**config.mk**
```make
export PLATFORM = sky130hd
export DESIGN_NAME = obi_hart_arbiter
export DESIGN_NICKNAME = d
export VERILOG_FILES = /design/src/rtl/cei_mochila_pkg.sv /design/src/rtl/obi_pkg.sv /design/src/rtl/obi_arb_id_fifo.sv /design/src/rtl/obi_hart_arbiter.sv
export SDC_FILE = /design/constraint.sdc
export NUM_CORES = 1
export LEC_CHECK = 0
export CAP_MARGIN = 20
export CORE_AREA = 5 5 161 163
export DETAILED_ROUTE_END_ITERATION = 10
export DIE_AREA = 0 0 166 168
export SLEW_MARGIN = 20
export SYNTH_ARGS = -nofsm -noshare
export SYNTH_HDL_FRONTEND = slang
export SYNTH_SLANG_ARGS = --single-unit
```
**constraint.sdc**
```tcl
create_clock -name clk_i -period 3.4 [get_ports clk_i]
set_input_delay 0.68 -clock clk_i [delete_from_list [all_inputs] [get_ports clk_i]]
set_output_delay 0.68 -clock clk_i [all_outputs]
set_load 0.1 [all_outputs]
```
**src/rtl/cei_mochila_pkg.sv**
```systemverilog
// System-level defaults for the hart arbiter: hart count, outstanding limit, hart-ID width.
package cei_mochila_pkg;

    localparam int unsigned NHartsDefault         = 3;
    localparam int unsigned MaxOutstandingDefault = 2;

    typedef enum logic {StIdle, StLocked} lock_state_e;

    // Width of a hart ID; never narrower than one bit.
    function automatic int unsigned hart_id_w(input int unsigned nharts);
        return (nharts > 1) ? $clog2(nharts) : 1;
    endfunction

endpackage

```
**src/rtl/obi_pkg.sv**
```systemverilog
// OBI request/response types shared by the cores, the hart arbiter and the system bus.
package obi_pkg;

    typedef struct packed {
        logic        req;
        logic [31:0] addr;
        logic        we;
        logic [3:0]  be;
        logic [31:0] wdata;
    } obi_req_t;

    typedef struct packed {
        logic        gnt;
        logic        rvalid;
        logic [31:0] rdata;
    } obi_resp_t;

endpackage

```
**src/rtl/obi_arb_id_fifo.sv**
```systemverilog
// Synchronous FIFO of hart IDs recording which hart owns each in-flight bus transaction.
module obi_arb_id_fifo #(
    parameter int unsigned Depth = 2,
    parameter int unsigned Width = 2
) (
    input  logic             clk_i,
    input  logic             rst_i,
    input  logic             push_i,
    input  logic             pop_i,
    input  logic [Width-1:0] wdata_i,
    output logic [Width-1:0] rdata_o,
    output logic             full_o,
    output logic             empty_o
);

    localparam int unsigned AddrW = $clog2(Depth);
    localparam int unsigned PtrW  = AddrW + 1;
    localparam int unsigned IdxW  = (Depth > 1) ? AddrW : 1;
    localparam logic [PtrW-1:0] DepthC = PtrW'(Depth);

    logic [Width-1:0] mem_q [Depth];
    logic [Width-1:0] mem_d [Depth];
    logic [PtrW-1:0]  wr_ptr_q, wr_ptr_d, rd_ptr_q, rd_ptr_d, count_q, count_d;
    logic [IdxW-1:0]  wr_idx, rd_idx;
    logic             push_ok, pop_ok;

    always_comb begin
        full_o  = (count_q == DepthC);
        empty_o = (count_q == '0);
        push_ok = push_i & ~full_o;
        pop_ok  = pop_i & ~empty_o;
        wr_idx  = IdxW'(32'(wr_ptr_q) % Depth);
        rd_idx  = IdxW'(32'(rd_ptr_q) % Depth);
        rdata_o = mem_q[rd_idx];

        mem_d = mem_q;
        if (push_ok) begin
            mem_d[wr_idx] = wdata_i;
        end

        wr_ptr_d = push_ok ? wr_ptr_q + PtrW'(1) : wr_ptr_q;
        rd_ptr_d = pop_ok ? rd_ptr_q + PtrW'(1) : rd_ptr_q;
        count_d  = count_q;
        if (push_ok && !pop_ok) begin
            count_d = count_q + PtrW'(1);
        end else if (!push_ok && pop_ok) begin
            count_d = count_q - PtrW'(1);
        end
    end

    always_ff @(posedge clk_i) begin
        mem_q <= mem_d;
    end

    always_ff @(posedge clk_i) begin
        if (rst_i) begin
            wr_ptr_q <= '0;
            rd_ptr_q <= '0;
            count_q  <= '0;
        end else begin
            wr_ptr_q <= wr_ptr_d;
            rd_ptr_q <= rd_ptr_d;
            count_q  <= count_d;
        end
    end

endmodule

```
**src/rtl/obi_hart_arbiter.sv**
```systemverilog
// Round-robin merge of per-hart OBI data ports onto one bus master with in-order response routing.
// Optional performance counters are built when OBI_ARB_PERF_EN is defined.
module obi_hart_arbiter
    import obi_pkg::*;
    import cei_mochila_pkg::*;
#(
    parameter int unsigned NHARTS          = NHartsDefault,
    parameter int unsigned MAX_OUTSTANDING = MaxOutstandingDefault
) (
    input  logic                        clk_i,
    input  logic                        rst_i,
    input  obi_req_t  [NHARTS-1:0]      hart_req_i,
    output obi_resp_t [NHARTS-1:0]      hart_resp_o,
    output obi_req_t                    bus_req_o,
    input  obi_resp_t                   bus_resp_i,
    output logic                        err_o
`ifdef OBI_ARB_PERF_EN
    ,
    output logic [NHARTS-1:0][31:0]     perf_grant_cnt_o,
    output logic [31:0]                 perf_stall_cnt_o
`endif
);

    localparam int unsigned IdW = hart_id_w(NHARTS);

    lock_state_e      state_q, state_d;
    logic [IdW-1:0]   ptr_q, ptr_d, lock_id_q, lock_id_d;
    logic [IdW-1:0]   rr_win, win, head, idx_l;
    logic [NHARTS-1:0] req_vec;
    logic             any_req, found, fifo_full, fifo_empty, handshake, pop;
    logic             err_q, err_d;
    int unsigned      idx;

    always_comb begin
        for (int i = 0; i < NHARTS; i++) begin
            req_vec[i] = hart_req_i[i].req;
        end
        any_req = |req_vec;

        found  = 1'b0;
        rr_win = ptr_q;
        idx    = 0;
        idx_l  = '0;
        for (int unsigned k = 0; k < NHARTS; k++) begin
            idx = 32'(ptr_q) + k;
            if (idx >= NHARTS) begin
                idx = idx - NHARTS;
            end
            idx_l = IdW'(idx);
            if (!found && req_vec[idx_l]) begin
                found  = 1'b1;
                rr_win = idx_l;
            end
        end

        win = (state_q == StLocked) ? lock_id_q : rr_win;

        // A full FIFO blocks the request outright, even if a pop lands this cycle.
        bus_req_o = '0;
        if (any_req) begin
            bus_req_o     = hart_req_i[win];
            bus_req_o.req = ~fifo_full;
        end

        handshake = bus_req_o.req & bus_resp_i.gnt;
        pop       = bus_resp_i.rvalid & ~fifo_empty;
        err_d     = err_q | (bus_resp_i.rvalid & fifo_empty);

        hart_resp_o = '0;
        if (handshake) begin
            hart_resp_o[win].gnt = 1'b1;
        end
        if (pop) begin
            hart_resp_o[head].rvalid = 1'b1;
            hart_resp_o[head].rdata  = bus_resp_i.rdata;
        end

        ptr_d = ptr_q;
        if (handshake) begin
            ptr_d = (32'(win) == NHARTS - 1) ? '0 : win + IdW'(1);
        end

        state_d   = state_q;
        lock_id_d = lock_id_q;
        unique case (state_q)
            StIdle: begin
                if (bus_req_o.req && !bus_resp_i.gnt) begin
                    state_d   = StLocked;
                    lock_id_d = win;
                end
            end
            StLocked: begin
                if (handshake) begin
                    state_d = StIdle;
                end
            end
        endcase
    end

    always_ff @(posedge clk_i) begin
        if (rst_i) begin
            state_q   <= StIdle;
            lock_id_q <= '0;
            ptr_q     <= '0;
            err_q     <= 1'b0;
        end else begin
            state_q   <= state_d;
            lock_id_q <= lock_id_d;
            ptr_q     <= ptr_d;
            err_q     <= err_d;
        end
    end

    assign err_o = err_q;

    obi_arb_id_fifo #(
        .Depth(MAX_OUTSTANDING),
        .Width(IdW)
    ) u_id_fifo (
        .clk_i  (clk_i),
        .rst_i  (rst_i),
        .push_i (handshake),
        .pop_i  (pop),
        .wdata_i(win),
        .rdata_o(head),
        .full_o (fifo_full),
        .empty_o(fifo_empty)
    );

`ifdef OBI_ARB_PERF_EN
    logic [NHARTS-1:0][31:0] grant_cnt_q, grant_cnt_d;
    logic [31:0]             stall_cnt_q, stall_cnt_d;

    always_comb begin
        grant_cnt_d = grant_cnt_q;
        if (handshake) begin
            grant_cnt_d[win] = grant_cnt_q[win] + 32'd1;
        end
        stall_cnt_d = stall_cnt_q + ((any_req && fifo_full) ? 32'd1 : 32'd0);
    end

    always_ff @(posedge clk_i) begin
        if (rst_i) begin
            grant_cnt_q <= '0;
            stall_cnt_q <= '0;
        end else begin
            grant_cnt_q <= grant_cnt_d;
            stall_cnt_q <= stall_cnt_d;
        end
    end

    assign perf_grant_cnt_o = grant_cnt_q;
    assign perf_stall_cnt_o = stall_cnt_q;
`endif

endmodule
```
==> out/results.txt <==
Clk root buf: clkbuf_16
Post-Place Cells: 1234
Cts hold-fix bufs: 0
Final hold violation count: 0
Setup CP Type: reg2out
Initial antenna violation count: 2
Status: finished, violations left
TritonRoute pass-1 iters: 4
Final TNS setup: -10.04 ns
Worst hold path type: reg2reg
Most instantiated cells after synthesis: and2_1 (96), mux2i_1 (73), a31oi_1 (70)
Std-Cell Rows: 57
Port buffer count: 418
Layer carrying the most global-route usage: met2
Post-synthesis xor/xnor area fraction: 0.01004
Share of layout cells above drive strength 1: 0.4353
Vias in the first global route: 6147
Leakage: 4.657 nW
Final worst slack: -0.1899 ns
Worst setup SP type: register
Syn Nets: 723
Total Routed Length: 25.77 mm
Final Setup Violations: 72
Post-route cell area: 0.01200 sq mm
GR Util met3: 0.05275
Worst VDD drop: 0.8379 mV
Flops & latches, synth: 14
Final nets: 1180
Asr flop ratio synth: 0
Initial Util: 0.1444
Compound-gate portion of the synthesized area: 0.3437
H-tree depth: 1
CTS sink cnt: 14
Placed cell areas: 0.01164 sq mm
Transition time of the tightest slew-check pin: 0.5141 ns
Die width: 166 microns
Req. time, crit path: 2.72 ns
Mean post-synth cell area: 7.396 sq um
Synth-to-layout area growth: 243.9%
Global-route wire length before repair: 38.81 mm
Routed WL per cell: 20.53 microns
Crit path capture type: primary output
Post-synth EDFFs: 4
GRT Total Usage: 0.1748
Violated checks: setup timing
Top cells by area, synth: mux2i_1 (21%), and2_1 (17%), a211oi_1 (13%)
Total CTS buffers: 3
Largest family of logic cells by synthesized area: compound AO/OA/AOI/OAI gates
Yosys top cell by area: mux2i_1
Met2 global-route usage: 0.3450
Clock latency on the worst-skew pair: 0.24 ns
Fin crit period: 3.590 ns
Placer Congestion: 0.8153
Total gr overflow: 0
Final Cycle Share: 1.056
Most frequent cell after synthesis: and2_1
Final Skew: 0.0007555 ns
Simple-Gate Fraction of Synth Area: 0.2333
I/O Pins: 419
Fmax: 278.6 MHz
HPWL after DPL: 22.01 mm
Crit path DAT: 2.91 ns
Adder-Cell Fraction of Synth Area: 0.01792
Max_cap viols: 0
Post-synth cell types: 41
Highest fanout seen on the critical path: 13
Synth Flop Type: dfxtp_1
Synth warn: 0
Via Count: 5637
Die footprint: 0.02789 sq mm
Met1 Usage GRT: 0.1881
Vias per inst: 4.492
Mux contribution to synthesized area: 0.2125
CTS Buffer Depth: 2
Unrepaired setup endpoints after global routing: yes
Slew HR: 0.6568
Sequential fraction of the synthesis area: 0.09176
Pwr dens: 1047 mW/mm^2
Synth top area share: 0.2093
DRC: 0
Clock Pin Slew Worst Setup and Hold Paths: 0.05 ns
Core box area: 0.02418 sq mm
Post-synthesis instance total: 472
DRT iter0 DRCs: 174
Largest net degree at the start of global routing: 41
Die height: 168 microns
Filler-free cell count of the finished design: 1255
Mapped Area: 0.003491 sq mm
CTS tree: built
Final Util: 0.4965
Max-slew violation count: 0
ANT nets after route: 0
[power breakdown]
| group | switching, mW | leakage (nW) | internal (mW) | total, mW |
|---|---|---|---|---|
| registers | 0.0644 | 0.122 | 0.229 | 0.293 |
| clock network | 0.0701 | 0.0442 | 0.178 | 0.249 |
| logic | 7.32 | 4.49 | 4.71 | 12.0 |
[per-layer routing]
layer  vias up  share of wire
li1       2645              -
met1      2696           0.36
met2       282           0.55
met3        14          0.081
met4         0          0.012
met5         -              0
[cell type report]
type	instances	area, sq um
fillers	2150	12170
well taps	324	405.4
multi-input cells	389	4175
flip-flops and latches	14	327.8
clock buffers	4	88.84
inverters	12	53.80
diodes	3	7.507
repair buffers	509	6945
[cells in the final DEF, fill, tap and decap left out, types with 8 or more instances in the layout]
master           netlist  layout
a211oi_4               0      69
a31oi_1               70      45
a31oi_2                0       9
a31oi_4                1      17
and2_1                96      96
buf_12                 0     192
buf_4                  8      60
clkdlybuf4s50_1        0     242
dfxtp_1               10       8
inv_1                 12       8
mux2i_1               73      57
mux2i_2                0      14
nor2_1                18      18
[cell families (layout without fill, tap and decap cells)]
group	count (synthesis)	in the layout
AO/OA/AOI/OAI	166	166
XOR/XNOR	4	4
adder cells (fa/ha/maj)	5	5
buffers and inverters	69	525
flip-flops	14	14
multiplexers	74	74
other	0	3
AND/OR/NAND/NOR	140	140
[final timing paths]
kind                            slack [ns]                    end  cells after the start             startpoint
worst min-delay path                  0.47       err_o$_SDFF_PP0_                      2       err_o$_SDFF_PP0_
worst max-delay path                 -0.19          bus_req_o[10]                     11  ptr_q[1]$_SDFFE_PP0P_
worst min register to register        0.47       err_o$_SDFF_PP0_                      2       err_o$_SDFF_PP0_
worst max register to register        0.80  ptr_q[1]$_SDFFE_PP0P_                     12  ptr_q[1]$_SDFFE_PP0P_
[registers in the layout (all words and copies together) (netlist names), named ones only]
name and flops:
u_id_fifo.mem_q 4, u_id_fifo.wr_ptr_q 1, err_o 1, u_id_fifo.count_q 2, u_id_fifo.rd_ptr_q 1, lock_id_q 2, ptr_q 2
[critical path, stage by stage (launching register included)]
cell and delay, ns:
dfxtp_4 0.37, inv_4 0.07, ha_4 0.18, mux2i_2 0.26
mux2i_2 0.13, or4_4 0.46, a31oi_4 0.26, buf_12 0.20
buf_12 0.16, a31oi_1 0.07, a211oi_4 0.27, buf_12 0.22
[what timing repair did]
action / in CTS / in global routing
cloned: 2 / 0
hold endpoints to repair: 0 / 0
endpoints found under the setup margin: 72 / 72
setup buffers: 12 / 0
pin swaps: 5 / 14
resized for setup: 34 / 5
[stage by stage]
stage          power (mW)  worst slack (ns)  hold WS (ns)
2_1_floorplan       7.875           -0.1802        0.4943
3_3_place_gp        11.98           -0.4883        0.4587
3_5_place_dp        12.06           -0.5139        0.4566
4_1_cts             12.63           -0.1788        0.4684
5_1_grt             12.97           -0.3051        0.5245
6_report            12.57           -0.1899        0.4652
No activity file was read; power rests on OpenSTA's default activity.
